<file path="src/rtl/mha_result_collector.sv">
// mha_result_collector
// Captures result tiles from the systolic wrapper on each rising edge of
// acc_done_wrap, assembles COL_Y tiles per row in a pair of row buffers, and
// streams completed rows out tile by tile over a valid/ready handshake.
// Optional feature macro: MHA_COLLECTOR_PERF_CNT_EN (drop_count / rows_out
// counters; when undefined both ports are tied to zero).
module mha_result_collector #(
    parameter int DATA_WIDTH = 16,
    parameter int BLOCK_SIZE = 2,
    parameter int COL_Y      = 2,
    localparam int TILE_W    = DATA_WIDTH * BLOCK_SIZE * BLOCK_SIZE,
    localparam int CIDX_W    = (COL_Y > 1) ? $clog2(COL_Y) : 1
) (
    input  logic              clk,
    input  logic              rst_n,
    input  logic              acc_done_wrap,
    input  logic [TILE_W-1:0] in_tile,
    output logic              m_valid,
    input  logic              m_ready,
    output logic [TILE_W-1:0] m_data,
    output logic [CIDX_W-1:0] m_col_idx,
    output logic              m_last,
    output logic              overflow,
    output logic [15:0]       drop_count,
    output logic [15:0]       rows_out
);

    localparam logic [CIDX_W-1:0] LAST_COL = CIDX_W'(COL_Y - 1);

    // Drain FSM encoding kept as plain constants for legacy compatibility
    localparam logic [0:0] S_IDLE  = 1'b0;
    localparam logic [0:0] S_DRAIN = 1'b1;

    logic [0:0]        state;
    logic [0:0]        state_nx;

    logic              acc_done_d;
    logic              capture;

    logic [TILE_W-1:0] row_buf [2][COL_Y];
    logic [1:0]        buf_full;
    logic [1:0]        buf_full_nx;

    logic              wr_sel;
    logic [CIDX_W-1:0] wr_col;
    logic              rd_sel;
    logic [CIDX_W-1:0] rd_col;

    logic              handshake;
    logic              row_done;
    logic              release_wr;
    logic              free;
    logic              accept;
    logic              drop;
    logic              wr_row_done;

    assign capture     = acc_done_wrap & ~acc_done_d;

    assign handshake   = (state == S_DRAIN) & m_ready;
    assign row_done    = handshake & (rd_col == LAST_COL);
    // The buffer being released by the final handshake may take a new tile
    // in the very same cycle.
    assign release_wr  = row_done & (rd_sel == wr_sel);
    assign free        = ~buf_full[wr_sel] | release_wr;
    assign accept      = capture & free;
    assign drop        = capture & ~free;
    assign wr_row_done = accept & (wr_col == LAST_COL);

    // Delay the done level so a held-high level yields a single capture
    always_ff @(posedge clk or negedge rst_n) begin
        if (!rst_n) begin
            acc_done_d <= 1'b0;
        end else begin
            acc_done_d <= acc_done_wrap;
        end
    end

    // Tile storage; contents are only observable while their buffer is full
    always_ff @(posedge clk) begin
        if (accept) begin
            row_buf[wr_sel][wr_col] <= in_tile;
        end
    end

    // Write pointer advances per accepted tile and flips buffers per row
    always_ff @(posedge clk or negedge rst_n) begin
        if (!rst_n) begin
            wr_sel <= 1'b0;
            wr_col <= '0;
        end else if (accept) begin
            if (wr_row_done) begin
                wr_col <= '0;
                wr_sel <= ~wr_sel;
            end else begin
                wr_col <= wr_col + CIDX_W'(1);
            end
        end
    end

    // Full flags: release first, then fill, so a same-cycle refill wins
    always_comb begin
        buf_full_nx = buf_full;
        if (row_done) begin
            buf_full_nx[rd_sel] = 1'b0;
        end
        if (wr_row_done) begin
            buf_full_nx[wr_sel] = 1'b1;
        end
    end

    // Register the full flags
    always_ff @(posedge clk or negedge rst_n) begin
        if (!rst_n) begin
            buf_full <= '0;
        end else begin
            buf_full <= buf_full_nx;
        end
    end

    // Read pointer walks columns on each handshake and flips per row
    always_ff @(posedge clk or negedge rst_n) begin
        if (!rst_n) begin
            rd_sel <= 1'b0;
            rd_col <= '0;
        end else if (handshake) begin
            if (row_done) begin
                rd_col <= '0;
                rd_sel <= ~rd_sel;
            end else begin
                rd_col <= rd_col + CIDX_W'(1);
            end
        end
    end

    // Drain FSM next state: back-to-back rows when the other buffer is ready
    always_comb begin
        state_nx = state;
        case (state)
            S_IDLE: begin
                if (buf_full[rd_sel]) begin
                    state_nx = S_DRAIN;
                end
            end
            S_DRAIN: begin
                if (row_done) begin
                    state_nx = buf_full[~rd_sel] ? S_DRAIN : S_IDLE;
                end
            end
            default: state_nx = S_IDLE;
        endcase
    end

    // Drain FSM state register
    always_ff @(posedge clk or negedge rst_n) begin
        if (!rst_n) begin
            state <= S_IDLE;
        end else begin
            state <= state_nx;
        end
    end

    // Sticky overflow flag
    always_ff @(posedge clk or negedge rst_n) begin
        if (!rst_n) begin
            overflow <= 1'b0;
        end else if (drop) begin
            overflow <= 1'b1;
        end
    end

    assign m_valid   = (state == S_DRAIN);
    assign m_data    = m_valid ? row_buf[rd_sel][rd_col] : '0;
    assign m_col_idx = m_valid ? rd_col : '0;
    assign m_last    = m_valid & (rd_col == LAST_COL);

`ifdef MHA_COLLECTOR_PERF_CNT_EN
    logic [15:0] drop_cnt;
    logic [15:0] rows_cnt;

    // Saturating drop and drained-row counters
    always_ff @(posedge clk or negedge rst_n) begin
        if (!rst_n) begin
            drop_cnt <= '0;
            rows_cnt <= '0;
        end else begin
            if (drop && (drop_cnt != 16'hFFFF)) begin
                drop_cnt <= drop_cnt + 16'd1;
            end
            if (row_done && (rows_cnt != 16'hFFFF)) begin
                rows_cnt <= rows_cnt + 16'd1;
            end
        end
    end

    assign drop_count = drop_cnt;
    assign rows_out   = rows_cnt;
`else
    assign drop_count = '0;
    assign rows_out   = '0;
`endif

endmodule

</file>
<file path="config.mk">
export PLATFORM = sky130hd
export DESIGN_NAME = mha_result_collector
export DESIGN_NICKNAME = d
export VERILOG_FILES = /design/src/rtl/mha_result_collector.sv
export SDC_FILE = /design/constraint.sdc
export NUM_CORES = 1
export LEC_CHECK = 0
export BUFFER_PORTS_ARGS = -buffer_cell sky130_fd_sc_hd__buf_2
export CAP_MARGIN = 25
export CORE_MARGIN = 2
export CORE_UTILIZATION = 51
export CTS_CLUSTER_DIAMETER = 120
export DETAILED_ROUTE_END_ITERATION = 8
export PLACE_DENSITY = 0.84
export SLEW_MARGIN = 5
export SYNTH_ARGS = -nofsm -noshare
export SYNTH_HDL_FRONTEND = slang
export SYNTH_SLANG_ARGS = --single-unit
</file>
<file path="constraint.sdc">
create_clock -name clk -period 5.85 [get_ports clk]
set_input_delay 1.17 -clock clk [delete_from_list [all_inputs] [get_ports clk]]
set_output_delay 1.17 -clock clk [all_outputs]
set_load 0.01 [all_outputs]
</file>
# [Yosys cells after proc, flatten, opt, wreduce, memory -nomap -nowiden]
# Memories as Yosys holds them, arrays and structs flattened.
# Index checks and enable logic that the tools add are counted.
[word_totals] input_bits=68 reg_bits=9 ram_bits=256 memories=1 elab_cells=72
[classes] eq_ne=1 addsub=2 n_reduce_logical=5 bitwise=20 magnitude_cmp=8 muxes=27
[mem_list] name="row_buf" words=2 width=128 rd=1 rd_clocked_by_memory_dff=0 write_ports=1 line="40" rtl="logic [TILE_W-1:0] row_buf [2][COL_Y];"
[ops] operator="$mux W64" n=5
[ops] operator="$mux W128" n=1
[ops] operator="$demux W64 S1" n=1
[ops] operator="$mux W1" n=15
[ops] operator="$and A1 B1 Y1" n=8
[ops] operator="$lt A1 B2 Y1 const B" n=3
[ops] operator="$not A1 Y1" n=6
[ops] operator="$ge A2 B2 Y1 const B" n=2
[ops] operator="$mux W2" n=2
[ops] operator="$not A1 Y2" n=2
[ops] operator="$reduce_and A2 Y1" n=2
[ops] operator="$logic_and A1 B1 Y1" n=3
[ops] operator="$add A1 B1 Y1 const B" n=2
[ops] operator="$and A2 B2 Y2" n=1
[ops] operator="$demux W1 S1" n=2
[ops] operator="$ge A1 B1 Y1 const B" n=2
[ops] operator="$lt A2 B1 Y1 const B" n=1
[ops] operator="$not A2 Y2" n=1
[ops] operator="$or A2 B2 Y2" n=1
[ops] operator="$pmux W1 S2" n=1
[ops] operator="$eq A1 B1 Y1" n=1
[ops] operator="$or A1 B1 Y1" n=1

# [Longest topological paths before layout]
[depth] depth_word=9 mapped_depth=5 mapped_depth_nobuf=3

# [Least setup slack after synthesis]
# No wires, ideal clock.
[synth_timing] path_kind="input -> register" start="input acc_done_wrap" end="memory row_buf[1][100] (netlist name) (enable)" path_stages=3 n_path_buf=0 setup_ps=582 slack_ps=-1029 arrival_ps=6297 cell_sequence="nand2b_1 > or2_2 > a211oi_1"
[synth_via] elab_chain_cells=4
[synth_lines] element="from (decl)" line="16" rtl="input logic acc_done_wrap,"
[synth_lines] element="$and A1 B1 Y1" line="57" rtl="assign capture = acc_done_wrap & ~acc_done_d;"
[synth_lines] element="$and A1 B1 Y1" line="65" rtl="assign accept = capture & free;"
[synth_lines] element="$mux W1" line="80" rtl="if (accept) begin"
[synth_lines] element="$mux W128 (implied by the code)" line="81" rtl="row_buf[wr_sel][wr_col] <= in_tile;"
[synth_lines] element="to (decl)" line="40"
# No other way between the ends.

# [Final worst setup path]
[layout_timing] start="register rd_sel" end="output m_data[6]"
[layout_via] elab_chain_cells=5
[layout_lines] element="from (decl)" line="46" rtl="logic rd_sel;"
[layout_lines] element="from (signal assigned)" line="128" rtl="rd_sel <= ~rd_sel;"
[layout_lines] element="$mem_v2 Z2 W128"
[layout_lines] element="$mux W64 (implied by the code) (3 in a row)" line="172" rtl="assign m_data = m_valid ? row_buf[rd_sel][rd_col] : '0;"
[layout_lines] element="$mux W64" line="172"
[layout_lines] element="to (decl)" line="20" rtl="output logic [TILE_W-1:0] m_data,"
# No other way between the ends. The select of a mux whose other input is x is not followed.

==> flow_summary.toml <==
[drt]
wl_met2_mm = 9.390
ant_nets = 0
firstDrtPassIters = 4
drtIter0Drc = 259
wl_per_cell_microns = 19.90
vias_per_cell = 5.340
met3WireLength_mm = 1.211
drc = 0
dr_total_vias = 4913
met1Wirelength_mm = 7.408
dr.max_layer_used = "met5"
wl_mm = 18.31

[clocking]
ctsHoldBuffers = 0
cts_buffers = 26
insertion_delay_ns = 0.52
path_clk_slew_ns = 0.06
cts_resized = 0
clockRootBuffer = "clkbuf_16"
tritoncts = "done"
htree_levels = 1
postCtsSetupRepairBufs = 0
cts.sinks = 265
clockBufferDepth = 3

[critical_path]
r2r_start = "rd_col"
cp-start-kind = "flip-flop"
reg2regPathDepth = 4
crit_path_end_kind = "output pin"
timing_worst_setup_path_type = "flip-flop to output pin"
critPathMaxFanout = 27
crit_required_ns = 4.68
ff2ff_setup_slack_ns = 2.40
arrival_ns = 2.72
timing.rr.end = "row_buf[1][62]"

[flow_run]
drv_cap = 0

[sta]
rsz0062_at_grt = "no"
hold_viol = 0
finalSetupViolCount = 0
fmax_mhz = 257.2
clock_skew_ns = 0.01639
fin_crit_ns = 3.887
fin_crit_sh_pct = 66.45
fin_ws_ns = 1.963
worst_slew_pin_slew_ns = 1.004
hold_ws_ns = 0.4890
relSlewSlack_pct = 33.07
fin_tns_setup_ns = 0
maxSlewViolCount = 0

[power_and_ir_drop]
power_frac_clock_pct = 28.0
seq_power_share_pct = 44.9
power_density_nw_per_um2 = 452.9
power.net_switching_mw = 1.549
irDropWorstVdd_uv = 270.1
p_sw_share_pct = 28.39
finalPower_mw = 5.457
leakage_nw = 4.191
p_int_mw = 3.908
p_comb_share_pct = 27.1

[die]
die_h_microns = 147.2
die_w_microns = 147.2
core_sq_um = 20170
die_area_sq_um = 21660
io_pins = 168
rows = 52
start_util_pct = 51.84

[yosys]
synth_compound_gate_area_share_pct = 0.9573
ys_types = 31
synth_top_family_by_area = "multiplexers"
synth.area.mux_share_pct = 13.89
ys.warnings.count = 0
synthArstFlopShare_pct = 3.396
synth-main-ff-cell = "edfxtp_1"
synth_top_area_cell = "edfxtp_1"
synth_fa_ha_area_share_pct = 0
synth-edff-count = 256
netlist_instances = 489
yosysMostFrequentCell = "edfxtp_1"
syn_avg_cell_area_sq_um = 21.38
ys_seq_area_share_pct = 75.67
yosys.area_share.simple_pct = 4.607
ys_seq_elements = 265
synth_top_cell_area_share_pct = 73.52
synth_area_leaders = "edfxtp_1 (74%), mux4_2 (14%), and2_1 (3.9%), buf_4 (2.4%), dfrtp_1 (2.2%)"
synthesis.area_sq_um = 10460
synth-xor-area-share_pct = 0.3350
synth.top_cells.by_count = "edfxtp_1 (256), and2_1 (65), mux4_2 (64), buf_4 (34), dfrtp_1 (9)"

[global_routing]
grt_usage_pct = 17.16
grt_pass1_vias = 5335
antenna_found_initial = 1
grt_max_degree = 69
grt_pass1_wl_mm = 28.77
overflow = 0

[final_layout]
antenna_cells = 0
num-nets-final = 702
area_growth_pct = 15.23
drive_gt1_share_pct = 38.77
final_util_pct = 59.74
filler_cell_count = 1456
multi_input_area_sq_um = 2232
area.sequential_sq_um = 7921

[placement]
pre_cts_slack_ns = 2.311
io_buffers = 135
dp_hpwl_mm = 10.79
routabilityCongestion = 0.7236

[hold_path]
hp-class = "input port to async pin"

[run_status]
status = "finished clean"
-- power groups by stage --
stage               Combinational [mW]  Clock [mW]  Sequential (mW)
finish                            1.48        1.53             2.45
global route                      1.60        1.64             2.49
CTS                               1.51        1.56             2.46
detailed placement                1.50           0             2.50
global placement                  1.42           0             2.53
floorplan                         1.27           0             2.31
-- layout by cell type (no fill, tap or decap), types with 6 or more instances in the layout --
| cell type | n |
|---|---|
| dfrtp_1 | 6 |
| mux4_2 | 64 |
| buf_2 | 135 |
| nand2_1 | 6 |
| conb_1 | 32 |
| buf_4 | 6 |
| clkbuf_16 | 27 |
| edfxtp_1 | 256 |
| and2_1 | 65 |
-- cells by family after synthesis --
kind of cell              count (synthesis)
DFF                                     265
and+or+nand+nor                          80
muxes                                    65
buffers and inverters                    59
AOI/OAI and AO/OA                        15
xor gates and xnor gates                  4
other                                     1
-- worst max-delay path by stage --
stage                       start        endpoint  slack [ns]  cells past startpoint
floorplan           acc_done_wrap   row_buf[1][0]        0.67                      3
global placement          m_ready  row_buf[0][18]        2.35                      5
detailed placement        m_ready  row_buf[0][62]        2.31                      5
CTS                        rd_sel       m_data[6]        1.85                      4
global route               rd_sel      m_data[37]        1.75                      4
finish                     rd_sel       m_data[6]        1.96                      4
-- through the flow --
stage	instance area [sq um]	cells
5_1_grt	12050	920
3_3_place_gp	11220	874
3_5_place_dp	11240	875
2_1_floorplan	10580	520
4_1_cts	12020	919
6_report	12050	920
-- state kept, by name, summed over array words and instances (netlist names) --
| register | cells |
|---|---|
| m_valid | 1 |
| buf_full | 2 |
| rd_sel | 1 |
| row_buf | 256 |
| wr_col | 1 |
| wr_sel | 1 |
| acc_done_d | 1 |
| overflow | 1 |
| rd_col | 1 |
-- final cells by class --
class | count | share of cell area, %
repair buffers | 143 | 6.376
flip-flops and latches | 265 | 65.74
multi-input cells | 196 | 18.53
clock buffers | 32 | 5.763
inverters | 2 | 0.06231
clock inverters | 12 | 0.7269
well taps | 270 | 2.804
-- layer usage --
metal / track usage [%] / up-vias
met5: 0 / -
met4: 4.519 / 2
met3: 3.727 / 32
met2: 30.09 / 175
met1: 21.97 / 2532
li1: - / 2172
-- worst max-delay path, cell delays in order (launching register included) --
cell and delay (ns):
dfrtp_4 0.76, buf_4 0.53, mux4_2 0.57, and2_1 0.18
buf_2 0.14
No activity file was read; power rests on OpenSTA's default activity.
